### src/rtl/dfu_boot_helper.sv
`default_nettype none
// ============================================================================
// Module : dfu_boot_helper
// Brief  : Button debounce/press classifier and iCE40 warm-boot sequencer.
// Rev    : 1.0
// ============================================================================
module dfu_boot_helper #(
    parameter int TIMER_WIDTH = 24,
    parameter int BTN_MODE    = 3,
    parameter int DFU_MODE    = 1
) (
    input  logic       clk,
    input  logic       rst_n,
    input  logic       boot_now,
    input  logic [1:0] boot_sel,
    input  logic       btn_pad,
    output logic       btn_val,
    output logic       rst_req,
    output logic       wb_boot,
    output logic [1:0] wb_sel
);

    localparam logic       c_pad_idle = (BTN_MODE == 1) ? 1'b0 : 1'b1;
    localparam logic [1:0] c_img_dfu  = 2'b01;
    localparam logic [1:0] c_img_app  = 2'b10;
    localparam logic [TIMER_WIDTH-1:0] c_timer_one = {{(TIMER_WIDTH-1){1'b0}}, 1'b1};

    typedef enum logic [1:0] {
        ST_IDLE = 2'd0,
        ST_ARM  = 2'd1,
        ST_BOOT = 2'd2
    } state_t;

    state_t                 r_state;
    state_t                 w_state_nxt;
    logic [1:0]             r_sync;
    logic [3:0]             r_db_cnt;
    logic                   r_btn_val;
    logic                   r_btn_prev;
    logic [TIMER_WIDTH-1:0] r_timer;
    logic                   r_long_prev;
    logic                   r_boot_now_q;
    logic                   r_rst_req;
    logic                   r_wb_boot;
    logic [1:0]             r_wb_sel;

    logic                   w_btn_norm;
    logic                   w_long;
    logic                   w_release;
    logic                   w_long_rise;
    logic                   w_sw_edge;
    logic                   w_btn_boot;
    logic                   w_btn_rst;
    logic [1:0]             w_btn_img;
    logic [1:0]             w_sel_nxt;
    logic                   w_rst_req_nxt;

    always_comb begin
        w_btn_norm = 1'b0;
        if (BTN_MODE == 1) begin
            w_btn_norm = r_sync[1];
        end else if (BTN_MODE != 0) begin
            w_btn_norm = ~r_sync[1];
        end
    end

    // Synchronizer resets to the idle pad level so reset never looks like a press.
    always_ff @(posedge clk or negedge rst_n) begin
        if (!rst_n) begin
            r_sync     <= {2{c_pad_idle}};
            r_db_cnt   <= 4'd0;
            r_btn_val  <= 1'b0;
            r_btn_prev <= 1'b0;
        end else begin
            r_sync     <= {r_sync[0], btn_pad};
            r_btn_prev <= r_btn_val;
            if (w_btn_norm == r_btn_val) begin
                r_db_cnt <= 4'd0;
            end else if (r_db_cnt == 4'hF) begin
                r_db_cnt  <= 4'd0;
                r_btn_val <= ~r_btn_val;
            end else begin
                r_db_cnt <= r_db_cnt + 4'd1;
            end
        end
    end

    always_ff @(posedge clk or negedge rst_n) begin
        if (!rst_n) begin
            r_timer     <= '0;
            r_long_prev <= 1'b0;
        end else begin
            if (!r_btn_val) begin
                r_timer <= '0;
            end else if (!r_timer[TIMER_WIDTH-1]) begin
                r_timer <= r_timer + c_timer_one;
            end
            r_long_prev <= r_timer[TIMER_WIDTH-1];
        end
    end

    assign w_long      = r_timer[TIMER_WIDTH-1];
    assign w_release   = r_btn_prev & ~r_btn_val;
    assign w_long_rise = w_long & ~r_long_prev;
    assign w_sw_edge   = boot_now & ~r_boot_now_q;

    // Timer still holds the press length in the release cycle; it clears one clock later.
    always_comb begin
        if (DFU_MODE == 0) begin
            w_btn_boot = w_long_rise;
            w_btn_img  = c_img_dfu;
            w_btn_rst  = w_release & ~w_long;
        end else begin
            w_btn_boot = w_release;
            w_btn_img  = c_img_app;
            w_btn_rst  = 1'b0;
        end
    end

    always_comb begin
        w_state_nxt   = r_state;
        w_sel_nxt     = r_wb_sel;
        w_rst_req_nxt = 1'b0;
        case (r_state)
            ST_IDLE: begin
                if (w_sw_edge) begin
                    w_state_nxt = ST_ARM;
                    w_sel_nxt   = boot_sel;
                end else if (w_btn_boot) begin
                    w_state_nxt = ST_ARM;
                    w_sel_nxt   = w_btn_img;
                end else begin
                    w_rst_req_nxt = w_btn_rst;
                end
            end
            ST_ARM:  w_state_nxt = ST_BOOT;
            ST_BOOT: w_state_nxt = ST_BOOT;
            default: w_state_nxt = ST_IDLE;
        endcase
    end

    always_ff @(posedge clk or negedge rst_n) begin
        if (!rst_n) begin
            r_state      <= ST_IDLE;
            r_wb_sel     <= 2'b00;
            r_wb_boot    <= 1'b0;
            r_rst_req    <= 1'b0;
            r_boot_now_q <= 1'b0;
        end else begin
            r_state      <= w_state_nxt;
            r_wb_sel     <= w_sel_nxt;
            r_wb_boot    <= (w_state_nxt == ST_BOOT);
            r_rst_req    <= w_rst_req_nxt;
            r_boot_now_q <= boot_now;
        end
    end

    assign btn_val = r_btn_val;
    assign rst_req = r_rst_req;
    assign wb_boot = r_wb_boot;
    assign wb_sel  = r_wb_sel;

endmodule
`default_nettype wire

### config.mk
export PLATFORM = sky130hd
export DESIGN_NAME = dfu_boot_helper
export DESIGN_NICKNAME = d
export VERILOG_FILES = /design/src/rtl/dfu_boot_helper.sv
export SDC_FILE = /design/constraint.sdc
export NUM_CORES = 1
export LEC_CHECK = 0
export BUFFER_PORTS_ARGS = -buffer_cell sky130_fd_sc_hd__buf_2
export CORE_AREA = 4 4 41 43
export CTS_BUF_LIST = sky130_fd_sc_hd__clkbuf_16
export CTS_CLUSTER_DIAMETER = 200
export DETAILED_ROUTE_END_ITERATION = 8
export DIE_AREA = 0 0 45 47
export MAX_ROUTING_LAYER = met4
export PLACE_DENSITY = 0.63
export SYNTH_ARGS = -nofsm -noshare
export SYNTH_HDL_FRONTEND = slang
export SYNTH_SLANG_ARGS = --single-unit
### constraint.sdc
create_clock -name clk -period 0.9 [get_ports clk]
set_input_delay 0.09 -clock clk [delete_from_list [all_inputs] [get_ports clk]]
set_output_delay 0.09 -clock clk [all_outputs]
set_load 0.005 [all_outputs]
==> results of run 1 <==
[per-stage QoR]
stage               util [%]  total power [mW]
floorplan                  -             0.965
global placement        48.5              1.10
detailed placement      48.5              1.11
CTS                     57.6              1.92
global route            59.1              2.08
finish                  59.1              1.95
[cell families (layout without fill, tap and decap cells)]
group | Yosys count | in the layout | share of synthesized area, %
AOI/OAI and AO/OA | 7 | 7 | 7.82
xor gates and xnor gates | 2 | 2 | 3.32
adders and majority gates | 3 | 3 | 7.11
buffers and inverters | 6 | 23 | 4.98
DFF | 13 | 13 | 62.1
other | 1 | 1 | 0.710
and+or+nand+nor | 12 | 12 | 14.0
[Yosys cell counts]
| library cell | number |
|---|---|
| sky130_fd_sc_hd__nor3b_1 | 2 |
| sky130_fd_sc_hd__o22a_1 | 1 |
| sky130_fd_sc_hd__nor2b_4 | 1 |
| sky130_fd_sc_hd__o21ai_1 | 1 |
| sky130_fd_sc_hd__a21oi_1 | 2 |
| sky130_fd_sc_hd__inv_1 | 5 |
| sky130_fd_sc_hd__nand3_1 | 2 |
| sky130_fd_sc_hd__o21a_1 | 1 |
| sky130_fd_sc_hd__conb_1 | 1 |
| sky130_fd_sc_hd__nor3_1 | 1 |
| sky130_fd_sc_hd__dfstp_2 | 2 |
| sky130_fd_sc_hd__dfrtp_1 | 11 |
| sky130_fd_sc_hd__nand4b_1 | 1 |
| sky130_fd_sc_hd__buf_4 | 1 |
| sky130_fd_sc_hd__xnor2_1 | 1 |
| sky130_fd_sc_hd__nand2_1 | 2 |
| sky130_fd_sc_hd__nor2b_1 | 1 |
| sky130_fd_sc_hd__ha_1 | 3 |
| sky130_fd_sc_hd__xor2_1 | 1 |
| sky130_fd_sc_hd__o21ai_0 | 2 |
| sky130_fd_sc_hd__nor2_1 | 2 |
[layer usage]
| layer | vias to the layer above | track usage, % | routed length (um) |
|---|---|---|---|
| met4 | 0 | 6.43 | 0 |
| met3 | 0 | 4.60 | 64 |
| met2 | 10 | 17.2 | 428 |
| met1 | 162 | 11.7 | 354 |
| met5 | - | - | 0 |
| li1 | 176 | - | - |
[final cells by class]
class / count / area [um^2] / share of cell area (%)
multi-input combinational: 25 / 234 / 30.4
sequential: 13 / 329 / 42.8
clock inverter: 1 / 3.75 / 0.488
inverter: 5 / 18.8 / 2.44
timing repair buffer: 14 / 90.1 / 11.7
tap: 15 / 18.8 / 2.44
clock buffer: 3 / 75.1 / 9.76
[sequential cells by signal (all words and copies together) (netlist names)]
register	flops
r_state	2
r_sync	2
r_btn_prev	1
wb_sel	2
r_db_cnt	4
r_boot_now_q	1
btn_val	1
[critical path: cells and delay by family, from the launching register on]
kind	cells	cell delay, ns
AOI/OAI and AO/OA	2	0.26
buffers and inverters	1	0.06
DFF	1	0.38
adders and majority gates	1	0.16
[report_power, final]
part	leakage [nW]	switching (mW)	internal (mW)	total, mW
registers	0.161	0.0732	0.695	0.768
logic	0.148	0.174	0.219	0.393
clock network	0.0423	0.206	0.582	0.788
total	0.351	0.454	1.50	1.95
[how the worst min path moves through the flow]
stage	end	cells after the start
finish	wb_sel[1]	2
global route	wb_sel[1]	2
detailed placement	r_db_cnt[1]	1
floorplan	btn_val	0
CTS	r_boot_now_q	1
global placement	r_db_cnt[1]	1
[repair_timing]
item                                    4_1_cts  5_1_grt
resized for setup                             4        4
endpoints found under the hold margin        15        1
hold buffers                                  2        1
endpoints found under the setup margin        9        9
pin swaps                                     5        1
==> results list, run 1 <==
- CTS built an H-tree with a depth of 1.
* Most common library cell in the layout ignoring fill and taps: sky130_fd_sc_hd__dfrtp_1
- Die area: 2120 um^2
- Clock tree synthesis selected as its root buffer the cell sky130_fd_sc_hd__clkbuf_16.
- Final Routed Wirelength: 847 um
* FP Rows: 13
- Largest vdd supply drop: 2530 uV
* Run status: complete, but fails checks
* Routed Antenna Nets: 0
- The most critical setup path has its endpoint at wb_sel[1].
- Drc violations: 0
- Longest Clk Path Bufs: 2
* Total instance count after detailed placement: 69
- Setup violations remaining at the end of the flow were counted as 8.
- Worst EP required: 1.02 ns
- Syn Std Cell Area: 528 um^2
- The final reports fail on negative setup slack.
- The via count of the first global-routing pass is 356.
- In this run the horizontal extent of the chip is 45 um.
* CP Launch Type: register
- Post-synth top area share: 52.1%
- Area growth from synthesis to layout: 45.7%
- First-pass GRT wire length: 1480 um
- On the worst path, the slowest cell contributes a delay of 0.38 ns.
- After layout, the worst path uses 108% of the clock period.
* Filler cell count: 101
- Leakage power: 0.351 nW
- CP cell instances: inv_2, ha_4, o21a_1, o22a_1
* Core region area: 1300 um^2
* Final-report max-slew violation count: 0
- Total global-route track usage: 11.0%
- The smallest clock period supported by the final layout is computed as 0.972 ns.
- For this run, the top clock speed supported by timing is 1030 MHz.
* Die height: 47 um
* Clock insertion delay at the later pin of the skew report: 0.23 ns
- STA puts the critical path data arrival time at 1.09 ns.
- PnR worst setup slack: -0.0722 ns
- When the netlist entered floorplanning its net count stood at 53.
- The worst register-to-register path begins at r_state[0].
- Once the floorplan was initialized, standard cells occupied 40.6% of the core.
- Max-cap violations in this run came to 0.
- Type of the worst setup path: reg2reg
- Worst hold path startpoint: boot_sel[1]
- In the layout the commonest cells are sky130_fd_sc_hd__dfrtp_1 (10), sky130_fd_sc_hd__buf_2 (9), sky130_fd_sc_hd__inv_1 (4).
- Worst-case register-to-register setup slack: -0.07 ns
* Final GP Congestion: 0.717
* Reg2Reg Depth: 4
- Share of synthesized area occupied by flip-flops and latches: 62.1%
- Top cells by area in the synthesized netlist: sky130_fd_sc_hd__dfrtp_1 (52%), sky130_fd_sc_hd__dfstp_2 (10%), sky130_fd_sc_hd__ha_1 (7.1%), sky130_fd_sc_hd__inv_1 (3.6%), sky130_fd_sc_hd__nor3b_1 (2.8%)
- Worst reg2reg endpoint: wb_sel[1]
* Number of nets in the layout: 71
* Post-route clock skew: 0.000977 ns
- After synthesis, the netlist uses 21 different library cells.
* Total iterations of the first detailed-routing run: 1
- The finished cells cover 769 um^2.
- The detailed router finished its first iteration with 0 violations.
* Post-CTS Setup Inserts: 0
* Largest area contributor in the netlist: sky130_fd_sc_hd__dfrtp_1
* Total of warnings raised by yosys: 0
- IO Pins: 11
* Clock tree from TritonCTS: built
- The tree built by TritonCTS fans out to 13 sinks.
- Pre-CTS setup slack: -0.105 ns
- Maximum number of pins on one net before global-route repair: 14
* Worst setup path startpoint: r_state[0]
* Setup repair after global routing missed its margin: true
* Clock transition at the register clock pins on the worst setup and hold paths after CTS: 0.04 ns
- The largest individual stage delay along the critical path comes from the cell sky130_fd_sc_hd__dfrtp_1.
- The tightest hold path in the finished design has a slack of 0.0989 ns.
- Summing over every cut layer, the via total after detailed routing is 348.
- The post-route netlist has 44.3% of its cells at a drive strength greater than 1.
- After detailed routing, the average wire length per cell comes to 11.1 um.
- Excluding fillers, the count of instances in the completed layout stands at 76.
* Gate count of the mapped netlist: 44
- The number of clock buffers added by TritonCTS is 3.
- The path class of the tightest hold or removal check is in2reg.
- The total overflow left after global routing is 0.
* Mean instance size in the synthesized netlist: 12.0 um^2
* Number of antenna violations at the first check in global routing: 0
* Count of inserted antenna diode cells: 0
* I/O Buffers: 9
- Once detailed placement completed, the half-perimeter wirelength came to 612 um.
- Once placement finished, the instance area stood at 631 um^2.
- The number of failing hold endpoints at the final stage was 0.
* Critical path fanouts, max: 4
- In this run, synthesis produced a sequential element count of 13.
- In the routed layout, each cell is associated on average with a via count of 4.58.
* Pwr Density: 2530 nW/um^2
- The worst setup path is captured at a register.
- Total Neg Setup Slack: -0.411 ns
Note: power is estimated with default switching activity, not from simulation.
==> run 2, diff against run 1 <==
Settings changed: ABC_AREA set to 1, PLACE_DENSITY 0.63 to 0.66.
==> results list, run 2 <==
- Run status: complete, but fails checks
* Violated checks: negative setup slack
* Most common library cell in the layout ignoring fill and taps: sky130_fd_sc_hd__dfrtp_1
- Post-synth ARST share: 100%
* Post-Synth Adder-Cell Area: 6.64%
* Pwr Density: 2450 nW/um^2
- Summing over every cut layer, the via total after detailed routing is 424.
* Final-report max-slew violation count: 0
- For the worst setup path, the data required time is 1.07 ns.
* Period minus WS final: 0.969 ns
- Setup repair after global routing missed its margin: true
- For this run, global-route usage on met1 was measured as 12.5%.
- Count of inserted antenna diode cells: 0
- During synthesis, Yosys emitted a total of 0 warnings.
* Critical Path End Type: register
* Nets in the synthesized netlist: 67
* Area growth from synthesis to layout: 49.1%
- Measured along the x axis, the die boundary spans 45 um.
* Core region area: 1300 um^2
* Met2 track demand over resource in global routing: 16.4%
- Combinational family with the most area after synthesis: simple AND/OR/NAND/NOR gates
* First-pass GRT wire length: 1550 um
- Summed over all failing endpoints, the final setup total negative slack is -0.273 ns.
- In the routed design, unresolved DRC markers number 0.
- Of the cells placed in the final design, the portion with a size suffix greater than 1 is 46.8%.
- Placed Instance Area: 657 um^2
- Commonest cells after routing, fill and taps aside: sky130_fd_sc_hd__dfrtp_1 (11), sky130_fd_sc_hd__nand2_1 (10), sky130_fd_sc_hd__buf_2 (8)
* Clock insertion delay at the later pin of the skew report: 0.24 ns
* Top cells by instance count after synthesis: sky130_fd_sc_hd__nand2_1 (12), sky130_fd_sc_hd__dfrtp_1 (11), sky130_fd_sc_hd__inv_1 (9)
- The share of synthesized area in the top cell type comes to 48.7%.
- Among all cell types in the netlist, the one instantiated most often is sky130_fd_sc_hd__nand2_1.
- Synthesis produced a netlist whose cell count is 58.
- By area the synthesized netlist is led by sky130_fd_sc_hd__dfrtp_1 (49%), sky130_fd_sc_hd__dfstp_2 (9.3%), sky130_fd_sc_hd__nand2_1 (8.0%), sky130_fd_sc_hd__ha_1 (6.6%), sky130_fd_sc_hd__inv_1 (6.0%).
- Routability-driven placement finished with a final weighted congestion of 0.680.
- Vias/cell: 4.51
- Reg2Reg Depth: 4
* MaxCap Viol Count: 0
* Number of violations reported at the end of detailed-routing iteration 0: 0
- Most flop-heavy register: r_db_cnt
* H-Tree Depth: 1
- The largest single stage delay on the critical path is 0.55 ns.
* Clock transition at the register clock pins on the worst setup and hold paths after CTS: 0.04 ns
- Basic-gate share of the synthesized area counting and, or, nand and nor cells: 24.3%
- PnR worst setup slack: -0.0687 ns
* Number of cells on the worst hold path: 3
* Post-synth EDFFs: 0
- Post-route clock skew: 0.00203 ns
- Die height: 47 um
* Filler cell count: 102
- The total overflow left after global routing is 0.
- Setup violations remaining at the end of the flow were counted as 8.
- CP Launch Type: register
* Die area: 2120 um^2
- Starting density of the core: 43.5%
- Most used DFF post-synth: sky130_fd_sc_hd__dfrtp_1
* Maximum number of pins on one net before global-route repair: 14
- Clock tree synthesis selected as its root buffer the cell sky130_fd_sc_hd__clkbuf_16.
- The number of failing hold endpoints at the final stage came to 0.
* Highest attainable clock frequency: 1030 MHz
- IR analysis of the VDD net gives a maximum drop of 1790 uV.
- Critical path fanouts, max: 3
* Share of synthesized area occupied by flip-flops and latches: 58.0%
- Summed over all cells, the static leakage comes to 0.432 nW.
- Number of distinct library cells after synthesis: 16
* Synthesized-area fraction occupied by xor and xnor cells: 1.55%
- Power consumption: 2.06 mW
* Wire length per cell: 11.5 um
- Detail Placement HPWL: 622 um
- IO Pins: 11
- The longest clock path from root to sink contains 2 buffers.
- Routed Antenna Nets: 0
- TritonCTS built the clock tree.
* Largest area contributor in the netlist: sky130_fd_sc_hd__dfrtp_1
- In this run the core area contains 13 standard-cell rows.
* Flip-flop count of the largest register after layout: 4
- After the last flow step, the layout net total stands at 89.
* Compound-cell area share of the yosys netlist: 0.885%
- Period utilization: 108%
- Total iterations of the first detailed-routing run: 1
- Number of global-route vias before repair: 384
- Wires add up to 1080 um.
- Mean instance size in the synthesized netlist: 9.75 um^2
- STA puts the critical path data arrival time at 1.14 ns.
- Count of clock tree sinks: 13
- The number of antenna violations at the first check in global routing came to 0.
- Count of state elements after synthesis: 13
- Multiplexer area fraction after synthesis: 0%
- Classification of the worst-slack hold path: in2reg
* Syn Std Cell Area: 566 um^2
- Met3 Use GR: 4.60%
- The largest individual stage delay along the critical path comes from the cell sky130_fd_sc_hd__dfstp_2.
* Total global-route track usage: 11.6%
- Num CTS Buffers: 3
* Top Usage Layer GRT: met2
- Type of the worst setup path: reg2reg
* I/O Buffers: 9
- Traced cell by cell, the critical path runs through inv_1, nand2_1, nand3_2, nor2_1.
- Area of all placed cells without fillers: 843 um^2
[run 2: changes by cell type after synthesis, moves of 2 or more]
cell                      delta
sky130_fd_sc_hd__a21oi_1     -2
sky130_fd_sc_hd__inv_1       +4
sky130_fd_sc_hd__nand4_1     +2
sky130_fd_sc_hd__nand2_1    +10
sky130_fd_sc_hd__nand2_2     +3
sky130_fd_sc_hd__nand3_2     +2
sky130_fd_sc_hd__nor2_1      +2
sky130_fd_sc_hd__o21ai_0     -2
sky130_fd_sc_hd__nor3b_1     -2
sky130_fd_sc_hd__nand3_1     +2
[run 2: through the flow]
step / util (%) / instances / hold WS [ns] / worst slack (ns)
floorplan: - / 58 / -0.206 / 0.00168
global placement: 50.5 / 85 / -0.0153 / -0.0134
detailed placement: 50.5 / 85 / -0.0179 / -0.0379
CTS: 60.8 / 94 / 0.102 / -0.0433
global route: 64.8 / 94 / 0.143 / -0.103
finish: 64.8 / 94 / 0.141 / -0.0687
[run 2: logic make-up after synthesis]
logic type / after synthesis
compound gates: 1
xor+xnor: 1
fa+ha+maj: 3
buf+inv: 11
flops: 13
other cells: 1
simple gates: 28
[run 2: final timing paths]
| path | startpoint | endpoint | slack, ns |
|---|---|---|---|
| max | r_sync[1] | r_db_cnt[0] | -0.07 |
| min | boot_sel[0] | wb_sel[0] | 0.14 |
| max reg2reg | r_sync[1] | r_db_cnt[0] | -0.07 |
| min reg2reg | r_sync[0] | r_sync[1] | 0.36 |
| max in group asynchronous | rst_n | r_sync[0] | 0.36 |
| min in group asynchronous | rst_n | r_state[1] | 0.26 |
[run 2: where the power goes]
group	switching (mW)	total [mW]	leakage (nW)	internal (mW)
clock network	0.238	0.823	0.0423	0.585
registers	0.0688	0.764	0.163	0.695
logic	0.230	0.477	0.227	0.247
[run 2: critical path: cells and delay by family (launching register included)]
kind	cells	cell delay, ns
and+or+nand+nor	3	0.30
DFF	1	0.55
buffers and inverters	1	0.05
[run 2: area by class of cell]
class	instances	area (um^2)	area share [%]
timing repair buffer	18	134	15.9
clock inverter	1	3.75	0.445
tap	15	18.8	2.23
clock buffer	3	75.1	8.90
sequential	13	328	38.9
inverter	10	40.0	4.75
multi-input combinational	34	244	28.9
[run 2: timing repair]
| item | in CTS | in global routing |
|---|---|---|
| buffers inserted | 2 | 0 |
| hold endpoints to repair | 15 | 0 |
| cloned | 0 | 0 |
| resized for setup | 3 | 12 |
| hold buffers | 3 | 0 |
| pin swaps | 1 | 6 |
| endpoints found under the setup margin | 8 | 9 |
[run 2: routing by layer]
layer | part of all wire (%) | vias up
li1 | - | 218
met4 | 3.3 | 0
met5 | 0 | -
met3 | 5.1 | 5
met2 | 51 | 8
met1 | 40 | 193
==> run 3, diff against run 2 <==
--- a/constraint.sdc
+++ b/constraint.sdc
@@ -3,2 +3,2 @@
 set_output_delay 0.09 -clock clk [all_outputs]
-set_load 0.005 [all_outputs]
+set_load 0.02 [all_outputs]
==> results list, run 3 (synthesis results as in run 2) <==
* Total iterations of the first detailed-routing run: 3
- For this run, design rule violations remaining after detail routing come to 0.
* Worst-case register-to-register setup slack: -0.04 ns
- Sw Pwr: 0.625 mW
- 11 I/O pins were placed.
- Reg2Reg Depth: 6
- For this run, the post-layout net count is 88.
- Longest Clk Path Bufs: 2
- Type of the worst setup path: reg2out
- The most critical setup path has its startpoint at btn_val.
* Post-route clock skew: 0.00488 ns
* Violated checks: negative setup slack
- Internal power of the cells: 1.56 mW
* I/O Buffers: 9
- Num CTS Buffers: 3
* Final-report max-slew violation count: 0
* Final setup violation count: 6
- Vias/cell: 4.66
- Final cell utilization of the core: 64.7%
* Die height: 47 um
* Period minus WS final: 0.984 ns
- Per report_power, the clock group accounts for 36.9% of the total.
- Largest vdd supply drop: 2860 uV
* Total instance count after detailed placement: 84
- The register with the most flip-flops in the layout has 4 of them.
- H-Tree Depth: 1
- The via count of the first global-routing pass is 437.
- Arrival time reported for the critical path endpoint: 0.89 ns
* PnR worst setup slack: -0.0845 ns
- Count of clock tree sinks: 13
- Clock insertion delay at the later pin of the skew report: 0.24 ns
- Setup repair after global routing missed its margin: true
- Count of endpoints failing hold in the final timing report: 0
- The die covers 2120 um^2.
- After global routing the overflow that remains totals 0.
* Number of antenna violations at the first check in global routing: 0
- Based on the critical path, the design can be clocked at up to 1020 MHz.
* Final Routed Wirelength: 1130 um
* Routed Antenna Nets: 0
* Critical Path End Type: output port
- Along the worst path, the maximum fanout reaches 3.
- Fraction of layout instances using a drive strength above 1: 50.0%
* Worst EP required: 0.81 ns
- The floorplan step defined a core boundary enclosing 1300 um^2.
- Summed over all cells, the static leakage comes to 0.428 nW.
- Max-cap violations in this run came to 0.
- In the final routed layout, each cell accounts on average for 12.2 um.
- Total global-route track usage: 13.9%
- CTS root buf: sky130_fd_sc_hd__clkbuf_16
- Period utilization: 109%
* Starting density of the core: 43.5%
- Final GP Congestion: 0.700
- The number of antenna diodes in the final layout is 0.
- CP Launch Type: register
- Compared with the post-synthesis result, the final layout area differs by 48.9%.
- Classification of the worst-slack hold path: in2reg
- The first global-routing pass estimated 1930 um of wire.
- The die is 45 um wide.
- The flow ran to the end, but the final reports show violations.
- Maximum number of pins on one net before global-route repair: 14
* Switching part of the total power: 28.5%
- Total via count in the routed design: 433
- Ranked by flip-flop count, first place goes to r_db_cnt.
- The detailed router finished its first iteration with 2 violations.
* FP Rows: 13
* Startpoint of the most critical register-to-register path: r_state[1]
- The endpoint identified for the worst register-to-register timing path is r_state[0].
- Combinational logic is responsible for 27.6% of the overall power.
* Timing endpoint of the critical path: btn_val
* Non-filler instance count after layout: 93
- Commonest cells after routing, fill and taps aside: sky130_fd_sc_hd__nand2_1 (9), sky130_fd_sc_hd__dfrtp_1 (9), sky130_fd_sc_hd__buf_2 (7)
- Flop pwr share: 35.5%
- Detailed placement ended at an HPWL of 675 um.
- Pwr Density: 2600 nW/um^2
* Clock transition at the register clock pins on the worst setup and hold paths after CTS: 0.04 ns
- TritonCTS built the clock tree.
run 3: cell types whose count changed in the layout (fill, tap and decap cells not counted):
cell,delta
sky130_fd_sc_hd__inv_2,+2
sky130_fd_sc_hd__dfrtp_1,-2
sky130_fd_sc_hd__nand2_1,-1
sky130_fd_sc_hd__nand2_4,+1
sky130_fd_sc_hd__o21ai_1,+1
sky130_fd_sc_hd__dfrtp_2,+2
sky130_fd_sc_hd__inv_4,-1
sky130_fd_sc_hd__inv_1,-1
sky130_fd_sc_hd__o21ai_2,-1
sky130_fd_sc_hd__buf_2,-1
run 3: per-layer routing:
| layer | vias to the layer above | track usage, % | routed length (um) |
|---|---|---|---|
| met3 | 4 | 6.90 | 45 |
| li1 | 215 | - | - |
| met1 | 207 | 13.8 | 440 |
| met2 | 7 | 23.4 | 623 |
| met5 | - | - | 0 |
| met4 | 0 | 5.26 | 21 |
run 3: worst min path at each step:
stage,start,end,cells after the start
6_report,boot_sel[0],wb_sel[0],3
5_1_grt,boot_sel[0],wb_sel[0],3
4_1_cts,boot_sel[0],wb_sel[0],3
3_5_place_dp,rst_n,r_state[0],1
3_3_place_gp,rst_n,r_state[0],1
2_1_floorplan,rst_n,btn_val,0
run 3: layout make-up:
class / instances / area (um^2)
Fill cell: 107 / 459
Sequential cell: 13 / 330
Multi-Input combinational cell: 34 / 248
Timing Repair Buffer: 17 / 129
Clock buffer: 3 / 75.1
Inverter: 10 / 37.5
Tap cell: 15 / 18.8
Clock inverter: 1 / 3.75
run 3: what timing repair did:
action | CTS | global route
pin swaps | 3 | 3
buffers inserted | 2 | 0
hold buffers | 3 | 0
setup endpoints to repair | 8 | 10
resized for setup | 9 | 7
endpoints found under the hold margin | 15 | 0
run 3: metrics by stage:
| stage | worst slack (ns) | total power, mW | hold slack, ns | instance area [um^2] | TNS (ns) |
|---|---|---|---|---|---|
| final | -0.0845 | 2.19 | 0.108 | 842 | -0.184 |
| after global routing | -0.106 | 2.34 | 0.107 | 842 | -0.670 |
| after CTS | -0.0862 | 2.17 | 0.112 | 827 | -0.120 |
| after detailed placement | -0.0275 | 1.27 | -0.0163 | 662 | -0.0691 |
| after global placement | -0.0110 | 1.25 | -0.0134 | 662 | -0.0217 |
| after floorplan | -0.00351 | 1.11 | -0.206 | 583 | -0.00351 |
run 3: critical path: stages, from the launching register on:
cell and delay [ns]:
sky130_fd_sc_hd__dfrtp_2 0.41, sky130_fd_sc_hd__buf_6 0.13, sky130_fd_sc_hd__buf_6 0.12
run 3: power by group through the flow:
stage	Sequential, mW	Combinational (mW)	Clock, mW
after floorplan	0.853	0.254	0
final	0.777	0.605	0.807
after detailed placement	0.769	0.499	0
after global routing	0.800	0.677	0.866
after global placement	0.767	0.484	0
after CTS	0.777	0.576	0.819
